==> config.mk <==
export PLATFORM = sky130hd
export DESIGN_NAME = divisor_seq_flat
export DESIGN_NICKNAME = d
export VERILOG_FILES = /design/src/rtl/div_pkg.sv /design/src/rtl/divisor_seq_if.sv /design/src/rtl/div_step.sv /design/src/rtl/divisor_seq.sv /design/src/flat_wrapper.sv
export SDC_FILE = /design/constraint.sdc
export NUM_CORES = 1
export LEC_CHECK = 0
export BUFFER_PORTS_ARGS = -buffer_cell sky130_fd_sc_hd__buf_4
export CAP_MARGIN = 10
export CORE_MARGIN = 4
export CORE_UTILIZATION = 35
export DETAILED_ROUTE_END_ITERATION = 10
export SLEW_MARGIN = 20
export SYNTH_ARGS = -nofsm -noshare
export SYNTH_HDL_FRONTEND = slang
export SYNTH_HIERARCHICAL = 1
export SYNTH_SLANG_ARGS = --single-unit
==> constraint.sdc <==
create_clock -name clk -period 2.4 [get_ports clk]
set_clock_uncertainty 0.05 [all_clocks]
set_input_delay 0.12 -clock clk [delete_from_list [all_inputs] [get_ports clk]]
set_output_delay 0.12 -clock clk [all_outputs]
set_load 0.02 [all_outputs]
==> src/rtl/div_pkg.sv <==
`default_nettype none
// ============================================================================
// Module  : div_pkg
// Brief   : Shared types and constants for the sequential restoring divider.
// Revision: 1.0 - initial release
// ============================================================================
package div_pkg;

  localparam int DEF_WIDTH = 5;

  typedef enum logic [0:0] {
    IDLE = 1'b0,
    CALC = 1'b1
  } state_e;

  // Step counter width; never narrower than one bit.
  function automatic int cnt_w(input int width);
    return (width < 2) ? 1 : $clog2(width);
  endfunction

endpackage
`default_nettype wire

==> src/rtl/divisor_seq_if.sv <==
`default_nettype none
// ============================================================================
// Module  : divisor_seq_if
// Brief   : start/busy/done handshake and operand/result bundle of the divider.
// Revision: 1.0 - initial release
// ============================================================================
interface divisor_seq_if import div_pkg::*; #(
  parameter int WIDTH = DEF_WIDTH
);
  logic             start;
  logic [WIDTH-1:0] dividend;
  logic [WIDTH-1:0] divisor;
  logic             busy;
  logic             done;
  logic [WIDTH-1:0] quotient;
  logic [WIDTH-1:0] remainder;
  logic             div_by_zero;

  modport master (
    output start, dividend, divisor,
    input  busy, done, quotient, remainder, div_by_zero
  );

  modport slave (
    input  start, dividend, divisor,
    output busy, done, quotient, remainder, div_by_zero
  );
endinterface
`default_nettype wire

==> src/rtl/div_step.sv <==
`default_nettype none
// ============================================================================
// Module  : div_step
// Brief   : One restoring-division iteration: shift, trial subtract, restore.
// Revision: 1.0 - initial release
// ============================================================================
module div_step import div_pkg::*; #(
  parameter int WIDTH = DEF_WIDTH
) (
  input  wire logic [WIDTH:0]   p_in,
  input  wire logic             dbit,
  input  wire logic [WIDTH-1:0] divisor,
  output logic      [WIDTH:0]   p_out,
  output logic                  qbit
);
  logic [WIDTH:0] w_shift;
  logic [WIDTH:0] w_trial;

  assign w_shift = {p_in[WIDTH-1:0], dbit};
  assign w_trial = w_shift - {1'b0, divisor};
  // A set P MSB means the true shifted value already exceeds any divisor.
  assign qbit    = ~w_trial[WIDTH] | p_in[WIDTH];
  assign p_out   = qbit ? w_trial : w_shift;
endmodule
`default_nettype wire

==> src/rtl/divisor_seq.sv <==
`default_nettype none
// ============================================================================
// Module  : divisor_seq
// Brief   : Sequential restoring divider, one quotient bit per clock.
// Revision: 1.0 - initial release
// ============================================================================
module divisor_seq import div_pkg::*; #(
  parameter int WIDTH = DEF_WIDTH
) (
  input  wire logic  clk,
  input  wire logic  rst_n,
  divisor_seq_if.slave bus
);
  localparam int            CW       = cnt_w(WIDTH);
  localparam logic [0:0]    ST_IDLE  = IDLE;
  localparam logic [0:0]    ST_CALC  = CALC;
  localparam logic [CW-1:0] CNT_INIT = CW'(WIDTH - 1);

  logic [0:0]       r_state;
  logic [CW-1:0]    r_count;
  logic [WIDTH:0]   r_p;
  logic [WIDTH-1:0] r_q;
  logic [WIDTH-1:0] r_divisor;
  logic             r_zpend;
  logic             r_busy;
  logic             r_done;
  logic [WIDTH-1:0] r_quot;
  logic [WIDTH-1:0] r_rem;
  logic             r_dbz;

  logic [WIDTH:0]   w_p_next;
  logic             w_qbit;

  div_step #(.WIDTH(WIDTH)) u_step (
    .p_in    (r_p),
    .dbit    (r_q[WIDTH-1]),
    .divisor (r_divisor),
    .p_out   (w_p_next),
    .qbit    (w_qbit)
  );

  always_ff @(posedge clk or negedge rst_n) begin
    if (!rst_n) begin
      r_state   <= ST_IDLE;
      r_count   <= '0;
      r_p       <= '0;
      r_q       <= '0;
      r_divisor <= '0;
      r_zpend   <= 1'b0;
      r_busy    <= 1'b0;
      r_done    <= 1'b0;
      r_quot    <= '0;
      r_rem     <= '0;
      r_dbz     <= 1'b0;
    end else begin
      r_done <= 1'b0;
      case (r_state)
        ST_IDLE: begin
          // A zero divisor finishes one cycle after acceptance without CALC.
          if (r_zpend) begin
            r_zpend <= 1'b0;
            r_quot  <= '1;
            r_rem   <= r_q;
            r_dbz   <= 1'b1;
            r_done  <= 1'b1;
          end else if (bus.start) begin
            r_q       <= bus.dividend;
            r_divisor <= bus.divisor;
            r_p       <= '0;
            r_count   <= CNT_INIT;
            if (bus.divisor != '0) begin
              r_busy  <= 1'b1;
              r_state <= ST_CALC;
            end else begin
              r_zpend <= 1'b1;
            end
          end
        end
        ST_CALC: begin
          r_p     <= w_p_next;
          r_q     <= {r_q[WIDTH-2:0], w_qbit};
          r_count <= r_count - 1'b1;
          if (r_count == '0) begin
            r_quot  <= {r_q[WIDTH-2:0], w_qbit};
            r_rem   <= w_p_next[WIDTH-1:0];
            r_dbz   <= 1'b0;
            r_done  <= 1'b1;
            r_busy  <= 1'b0;
            r_state <= ST_IDLE;
          end
        end
        default: r_state <= ST_IDLE;
      endcase
    end
  end

  assign bus.busy        = r_busy;
  assign bus.done        = r_done;
  assign bus.quotient    = r_quot;
  assign bus.remainder   = r_rem;
  assign bus.div_by_zero = r_dbz;
endmodule
`default_nettype wire

==> src/flat_wrapper.sv <==
// flat-port wrapper written by rule: the top's interface ports become plain ports
module divisor_seq_flat import div_pkg::*;
#(
  parameter int WIDTH = DEF_WIDTH
)
  (clk, rst_n, bus_start, bus_dividend, bus_divisor, bus_busy, bus_done, bus_quotient, bus_remainder, bus_div_by_zero);
  divisor_seq_if #(.WIDTH(WIDTH)) bus_i ();
  input  wire logic clk;
  input  wire logic rst_n;
  input wire logic [$bits(bus_i.start)-1:0] bus_start;
  input wire logic [$bits(bus_i.dividend)-1:0] bus_dividend;
  input wire logic [$bits(bus_i.divisor)-1:0] bus_divisor;
  output wire logic [$bits(bus_i.busy)-1:0] bus_busy;
  output wire logic [$bits(bus_i.done)-1:0] bus_done;
  output wire logic [$bits(bus_i.quotient)-1:0] bus_quotient;
  output wire logic [$bits(bus_i.remainder)-1:0] bus_remainder;
  output wire logic [$bits(bus_i.div_by_zero)-1:0] bus_div_by_zero;
  assign bus_i.start = bus_start;
  assign bus_i.dividend = bus_dividend;
  assign bus_i.divisor = bus_divisor;
  assign bus_busy = bus_i.busy;
  assign bus_done = bus_i.done;
  assign bus_quotient = bus_i.quotient;
  assign bus_remainder = bus_i.remainder;
  assign bus_div_by_zero = bus_i.div_by_zero;
  divisor_seq #(.WIDTH(WIDTH)) u_core (.clk(clk), .rst_n(rst_n), .bus(bus_i));
endmodule
==> flow_summary.yaml, run 1 <==
power_and_ir_drop:
  fin_total_pwr_mw: 3.36
  p_switching_mw: 1.33
  p_per_area_nw_per_um2: 1550
  p_leak_nw: 1.09
  p_seq_share_pct: 31.3
  p_int_mw: 2.03
  comb_power_share_pct: 55.7
  p_sw_share_pct: 39.5
  ir_drop_v: 0.000535
  pwr-share-clk_pct: 13.0
cts:
  insertion_delay_ns: 0.28
  cts.clk_slew.worst_paths_ns: 0.07
  htree_levels: 2
  cts_tree: "yes"
  numCtsBuffers: 5
  clock_path_buffers: 2
  clock-sinks: 34
  cts_root_buffer: "clkbuf_8"
placed_design:
  dpl_cell_area_um2: 2020
  post-dp-hpwl_um: 2510
  routabilityCongestion: 0.746
  io_buffers: 25
cells_and_area:
  fin_util_pct: 45.1
  layout-drive-gt1-share_pct: 27.7
  fin_area_um2: 2170
  nFillCells: 490
  antenna_cells: 0
  nets: 222
  multi_input_area_um2: 852
  area_delta_synth_final_pct: 23.0
  ff_latch_area_um2: 851
worst_setup_path:
  worstPathCellList: "ha_1 > nor2b_4 > o2111ai_2 > and3_4 > o21ai_4 > mux2_4 > a22o_1 > a21o_1"
  crit_fanout: 4
  cp_slowest_cell: "dfrtp_1"
  startpoint_type: "flip-flop"
  crit_required_ns: 2.53
  cp_num_buf_inv: 0
  cp-end-kind: "flip-flop"
  crit_arrival_ns: 2.38
  crit_family: "compound AO/OA/AOI/OAI gates"
  max_stage_delay_ns: 0.40
  criticalPathCategory: "reg -> reg"
synthesis:
  synth_cell_types: 33
  avgSynthCellArea_um2: 10.4
  syn_nets: 190
  ys_seq_area_share_pct: 48.2
  yosys_warnings: 6
  syn_area_um2: 1770
  ys_ff_latch: 34
  synth_cells: 169
detailed_routing:
  drc: 0
  dr.first_iter.drc_count: 76
  vias_per_cell: 4.71
  ant_nets: 0
  drt-pass1-iter-count: 4
  routed_wl_um: 3560
  routedWlPerCell_um: 13.2
  via_count: 1268
sta:
  min_period_ns: 2.25
  final.setup.tns_ns: 0
  slew_headroom_pct: 42.8
  setup_viol: 0
  holdWs_ns: 0.0284
  fin_crit_sh_pct: 93.8
  tightest_slew_ns: 0.857
  finalHoldViolations: 0
  fmax_ghz: 0.444
  slew_viol_final: 0
  rsz0062_at_grt: "no"
global_routing:
  antenna_found_initial: 0
  grt_start_max_net_pins: 35
  track_usage_pct: 12.5
  grt_pass1_wl_um: 6070
  overflow: 0
  grt_pass1_vias: 1277
die:
  core_area_um2: 4820
  die_area_um2: 6240
  die_w_um: 79.0
  rows: 25
  io_pins: 26
  die_y_um: 79.0
  start_util_pct: 36.6
run_status:
  outcome: "finished clean"
worst_hold_path:
  min_path_type: "in -> reg"
flow_run:
  max_cap_viol_count: 0
per-layer routing:
layer  track usage [%]  up-vias  share of wire [%]
li1                  -      636                  -
met1              16.7      603                 51
met2              19.6       22                 44
met3              3.17        7                3.9
met4              4.12        0                1.2
met5                 0        -                  0
worst reg2reg max path: cells and delay by family (launching register included):
kind,cells,cell delay [ns]
AOI/OAI and AO/OA,4,0.73
and+or+nand+nor,2,0.36
muxes,1,0.33
DFF,1,0.40
adders and majority gates,1,0.29
flip-flops by register name, summed over array words and instances, names as in the netlist:
signal,count
u_core/r_divisor,5
u_core/r_state,1
u_core/bus.quotient,5
u_core/r_zpend,1
u_core/r_p,6
u_core/bus.remainder,5
u_core/r_q,5
u_core/bus.div_by_zero,1
u_core/bus.done,1
u_core/r_count,3
u_core/bus.busy,1
cells in the mapped netlist (all sizes together):
| master | instances | area share [%] |
|---|---|---|
| dfrtp | 34 | 48 |
| nand2 | 34 | 7.2 |
| o21ai | 20 | 6.3 |
| inv | 13 | 2.8 |
| mux2i | 9 | 5.1 |
| mux2 | 8 | 5.7 |
| a21o | 7 | 3.0 |
| ha | 7 | 5.0 |
| a22o | 5 | 2.5 |
| buf | 5 | 1.6 |
| nor2 | 5 | 1.1 |
| a21oi | 3 | 1.3 |
| xnor2 | 3 | 1.5 |
| clkbuf | 2 | 0.43 |
| nor2b | 2 | 1.1 |
| a31o | 1 | 0.50 |
| and3 | 1 | 0.35 |
| and3b | 1 | 0.50 |
| fa | 1 | 1.1 |
| nand2b | 1 | 0.35 |
| nand3b | 1 | 0.43 |
| nor3b | 1 | 0.71 |
| o2111ai | 1 | 0.85 |
| o21a | 1 | 0.43 |
| o41ai | 1 | 0.92 |
| or4 | 1 | 0.64 |
| xor2 | 1 | 0.50 |
cell usage in the layout (no fill, tap or decap), drive strengths merged, types with 2 or more instances in the layout:
master | Yosys | final
a21oi | 3 | 3
nand2 | 34 | 34
o21ai | 20 | 20
nor2 | 5 | 5
buf | 5 | 30
xnor2 | 3 | 3
ha | 7 | 7
mux2i | 9 | 9
a22o | 5 | 5
nor2b | 2 | 2
inv | 13 | 13
dlygate4sd3 | 0 | 2
a21o | 7 | 7
dfrtp | 34 | 34
clkbuf | 2 | 7
mux2 | 8 | 8
power groups by stage:
stage                     sequential (mW)  clock (mW)  combinational (mW)
after detailed placement             1.06           0                1.78
final                                1.05       0.436                1.87
after CTS                            1.05       0.450                1.79
after floorplan                      1.12           0                1.24
after global placement               1.06           0                1.76
after global routing                 1.09       0.474                2.10
cell type report:
type	count	area share, %
clock inverters	1	0.230
flip-flops and latches	34	39.2
well taps	67	3.86
clock buffers	7	3.97
repair buffers	32	11.3
inverters	13	2.25
multi-input cells	115	39.2
timing repair:
item	CTS	global route
setup endpoints to repair	0	5
hold endpoints to repair	35	0
buffers inserted	0	2
hold buffers	2	0
resized for setup	0	3
through the flow:
stage	std cells	setup WS, ns
floorplan	169	0.147
global placement	257	0.0616
detailed placement	257	0.0496
CTS	267	0.0278
global route	269	0.00595
finish	269	0.150
logic make-up after synthesis:
kind of cell / count (synthesis) / share of synthesized area, %
flip-flops: 34 / 48.2
AND/OR/NAND/NOR: 47 / 12.4
adder cells (fa/ha/maj): 8 / 6.09
XOR/XNOR: 4 / 1.98
multiplexers: 17 / 10.8
buffers and inverters: 20 / 4.75
AO/OA/AOI/OAI: 39 / 15.7
worst paths after layout:
check	to	slack [ns]	start	cells after the start
max	u_core/bus.remainder[4]$_DFFE_PN0P_	0.15	u_core/r_p[0]$_DFFE_PN0P_	8
min	u_core/r_divisor[4]$_DFFE_PN0P_	0.03	bus_divisor[4]	2
max reg2reg	u_core/bus.remainder[4]$_DFFE_PN0P_	0.15	u_core/r_p[0]$_DFFE_PN0P_	8
min reg2reg	u_core/bus.remainder[3]$_DFFE_PN0P_	0.43	u_core/bus.remainder[3]$_DFFE_PN0P_	1
max in group asynchronous	u_core/bus.quotient[1]$_DFFE_PN0P_	1.72	rst_n	2
min in group asynchronous	u_core/r_p[3]$_DFFE_PN0P_	0.28	rst_n	2
Power figures use the tool's default switching activity.
==> run 2, diff against run 1 <==
--- a/config.mk
+++ b/config.mk
@@ -10,6 +10,7 @@
 export CORE_MARGIN = 4
 export CORE_UTILIZATION = 35
 export DETAILED_ROUTE_END_ITERATION = 10
+export PLACE_DENSITY = 0.53
 export SLEW_MARGIN = 20
 export SYNTH_ARGS = -nofsm -noshare
 export SYNTH_HDL_FRONTEND = slang
==> run 2 against run 1 <==
Net effect:
- power is 2.7% higher
- sequential share of layout area shrank 0.11 points
- hold slack improved by 0.0046 ns
- combinational power increased by 2%
- clock-buffer cell count stayed put
- global-route usage grew 0.66 points
- worst setup slack got worse by 0.039 ns
- critical path depth stayed put
- fmax shrank 1.7%
- critical endpoint unchanged
- largest power group unchanged
==> flow_summary.yaml, run 2 (synthesis results as in run 1) <==
run_status:
  outcome: "finished clean"
worst_hold_path:
  min_path_type: "in -> reg"
detailed_routing:
  wl_met3_um: 126
  ant_nets: 0
  met2WireLength_um: 1880
  drc: 0
  wl_met1_um: 1750
  routed_wl_um: 3780
  vias_per_cell: 4.75
  top_layer: "met4"
  drt-pass1-iter-count: 3
  via_count: 1278
  routedWlPerCell_um: 14.1
  dr.first_iter.drc_count: 63
sta:
  tightest_slew_ns: 0.786
  slew_headroom_pct: 47.6
  setup_viol: 0
  fin_crit_sh_pct: 95.4
  holdWs_ns: 0.0330
  finalHoldViolations: 0
  slew_viol_final: 0
  min_period_ns: 2.29
  final.setup.tns_ns: 0
  rsz0062_at_grt: "no"
  fmax_ghz: 0.437
placed_design:
  dp.cells: 259
  post-dp-hpwl_um: 2750
  io_buffers: 25
  routabilityCongestion: 0.757
die:
  die_area_um2: 6240
  die_y_um: 79.0
  core_area_um2: 4820
  die_w_um: 79.0
  io_pins: 26
  rows: 25
  start_util_pct: 36.6
worst_setup_path:
  cp-end-kind: "flip-flop"
  crit_arrival_ns: 2.41
  cp_slowest_cell: "dfrtp_1"
  crit_family: "compound AO/OA/AOI/OAI gates"
  cp_num_buf_inv: 0
  crit_fanout: 4
  crit_required_ns: 2.52
  startpoint_type: "flip-flop"
  worstPathCellList: "ha_1 > a21o_1 > a21oi_2 > a21oi_2 > o21ai_4 > mux2_4 > a22o_1 > a21o_1"
  max_stage_delay_ns: 0.40
  criticalPathCategory: "reg -> reg"
global_routing:
  grt_start_max_net_pins: 35
  grt_pass1_wl_um: 6420
  overflow: 0
  track_usage_pct: 13.1
  grt_pass1_vias: 1402
  antenna_found_initial: 0
power_and_ir_drop:
  p_leak_nw: 1.10
  pwr-share-clk_pct: 14.8
  p_int_mw: 2.10
  comb_power_share_pct: 55.3
  p_per_area_nw_per_um2: 1580
  ir_drop_v: 0.000728
  p_seq_share_pct: 29.9
  p_switching_mw: 1.35
  p_sw_share_pct: 39.0
cts:
  cts_root_buffer: "clkbuf_8"
  htree_levels: 2
  cts_tree: "yes"
  insertion_delay_ns: 0.28
  postCtsSetupBuffers: 0
  numCtsBuffers: 5
  clock-sinks: 34
  clock_path_buffers: 2
  cts.clk_slew.worst_paths_ns: 0.06
cells_and_area:
  layout-drive-gt1-share_pct: 27.2
  antenna_cells: 0
  fin_util_pct: 45.2
  largest_register_ffs: 6
  final_cells: 269
  final_cell_mix: "nand2_1 (34), dfrtp_1 (34), buf_4 (30), o21ai_0 (18), inv_1 (13)"
  nets: 222
  area_delta_synth_final_pct: 23.4
  top_register: "u_core/r_p"
flow_run:
  max_cap_viol_count: 0
-- run 2: power groups by stage --
stage / Combinational [mW] / Clock, mW / Sequential (mW)
floorplan: 1.24 / 0 / 1.12
global placement: 1.80 / 0 / 1.04
detailed placement: 1.85 / 0 / 1.05
CTS: 1.86 / 0.522 / 1.04
global route: 2.10 / 0.558 / 1.07
finish: 1.91 / 0.511 / 1.03
-- run 2: worst reg2reg max path: cells and delay by family (launching register included) --
kind | cells | cell delay [ns]
multiplexers | 1 | 0.33
AO/OA/AOI/OAI | 6 | 1.04
adder cells (fa/ha/maj) | 1 | 0.36
flip-flops | 1 | 0.40
-- run 2: layout make-up --
| class | instances | area [µm²] |
|---|---|---|
| Clock buffer | 7 | 76.3 |
| Timing Repair Buffer | 32 | 245 |
| Multi-Input combinational cell | 115 | 843 |
| Sequential cell | 34 | 851 |
| Fill cell | 474 | 2640 |
| Inverter | 13 | 48.8 |
| Tap cell | 67 | 83.8 |
| Clock inverter | 1 | 30.0 |
-- run 2: path summary, 6_finish.rpt --
path / to / startpoint / cells past startpoint / slack [ns]
setup / recovery: u_core/bus.remainder[4]$_DFFE_PN0P_ / u_core/r_p[2]$_DFFE_PN0P_ / 8 / 0.11
hold / removal: u_core/r_divisor[4]$_DFFE_PN0P_ / bus_divisor[4] / 2 / 0.03
setup reg to reg: u_core/bus.remainder[4]$_DFFE_PN0P_ / u_core/r_p[2]$_DFFE_PN0P_ / 8 / 0.11
hold reg to reg: u_core/bus.remainder[4]$_DFFE_PN0P_ / u_core/bus.remainder[4]$_DFFE_PN0P_ / 1 / 0.43
max in group asynchronous: u_core/r_p[0]$_DFFE_PN0P_ / rst_n / 2 / 1.72
min in group asynchronous: u_core/bus.quotient[4]$_DFFE_PN0P_ / rst_n / 2 / 0.27
-- run 2: repair_timing --
action                                  4_1_cts  5_1_grt
endpoints found under the setup margin        0        5
resized for setup                             0        3
hold endpoints to repair                     35        0
hold buffers                                  2        0
-- run 2: metrics by stage --
| stage | instance area [µm²] | worst slack [ns] | total power, mW |
|---|---|---|---|
| 2_1_floorplan | 1770 | 0.147 | 2.36 |
| 3_3_place_gp | 2040 | 0.143 | 2.84 |
| 3_5_place_dp | 2040 | 0.0824 | 2.90 |
| 4_1_cts | 2170 | 0.0831 | 3.42 |
| 5_1_grt | 2180 | 0.00182 | 3.73 |
| 6_report | 2180 | 0.110 | 3.45 |
-- run 2: per-layer routing --
metal,global-route usage [%],vias to the layer above
li1,-,633
met3,4.20,5
met5,0,-
met1,16.0,627
met2,22.5,13
met4,3.09,0
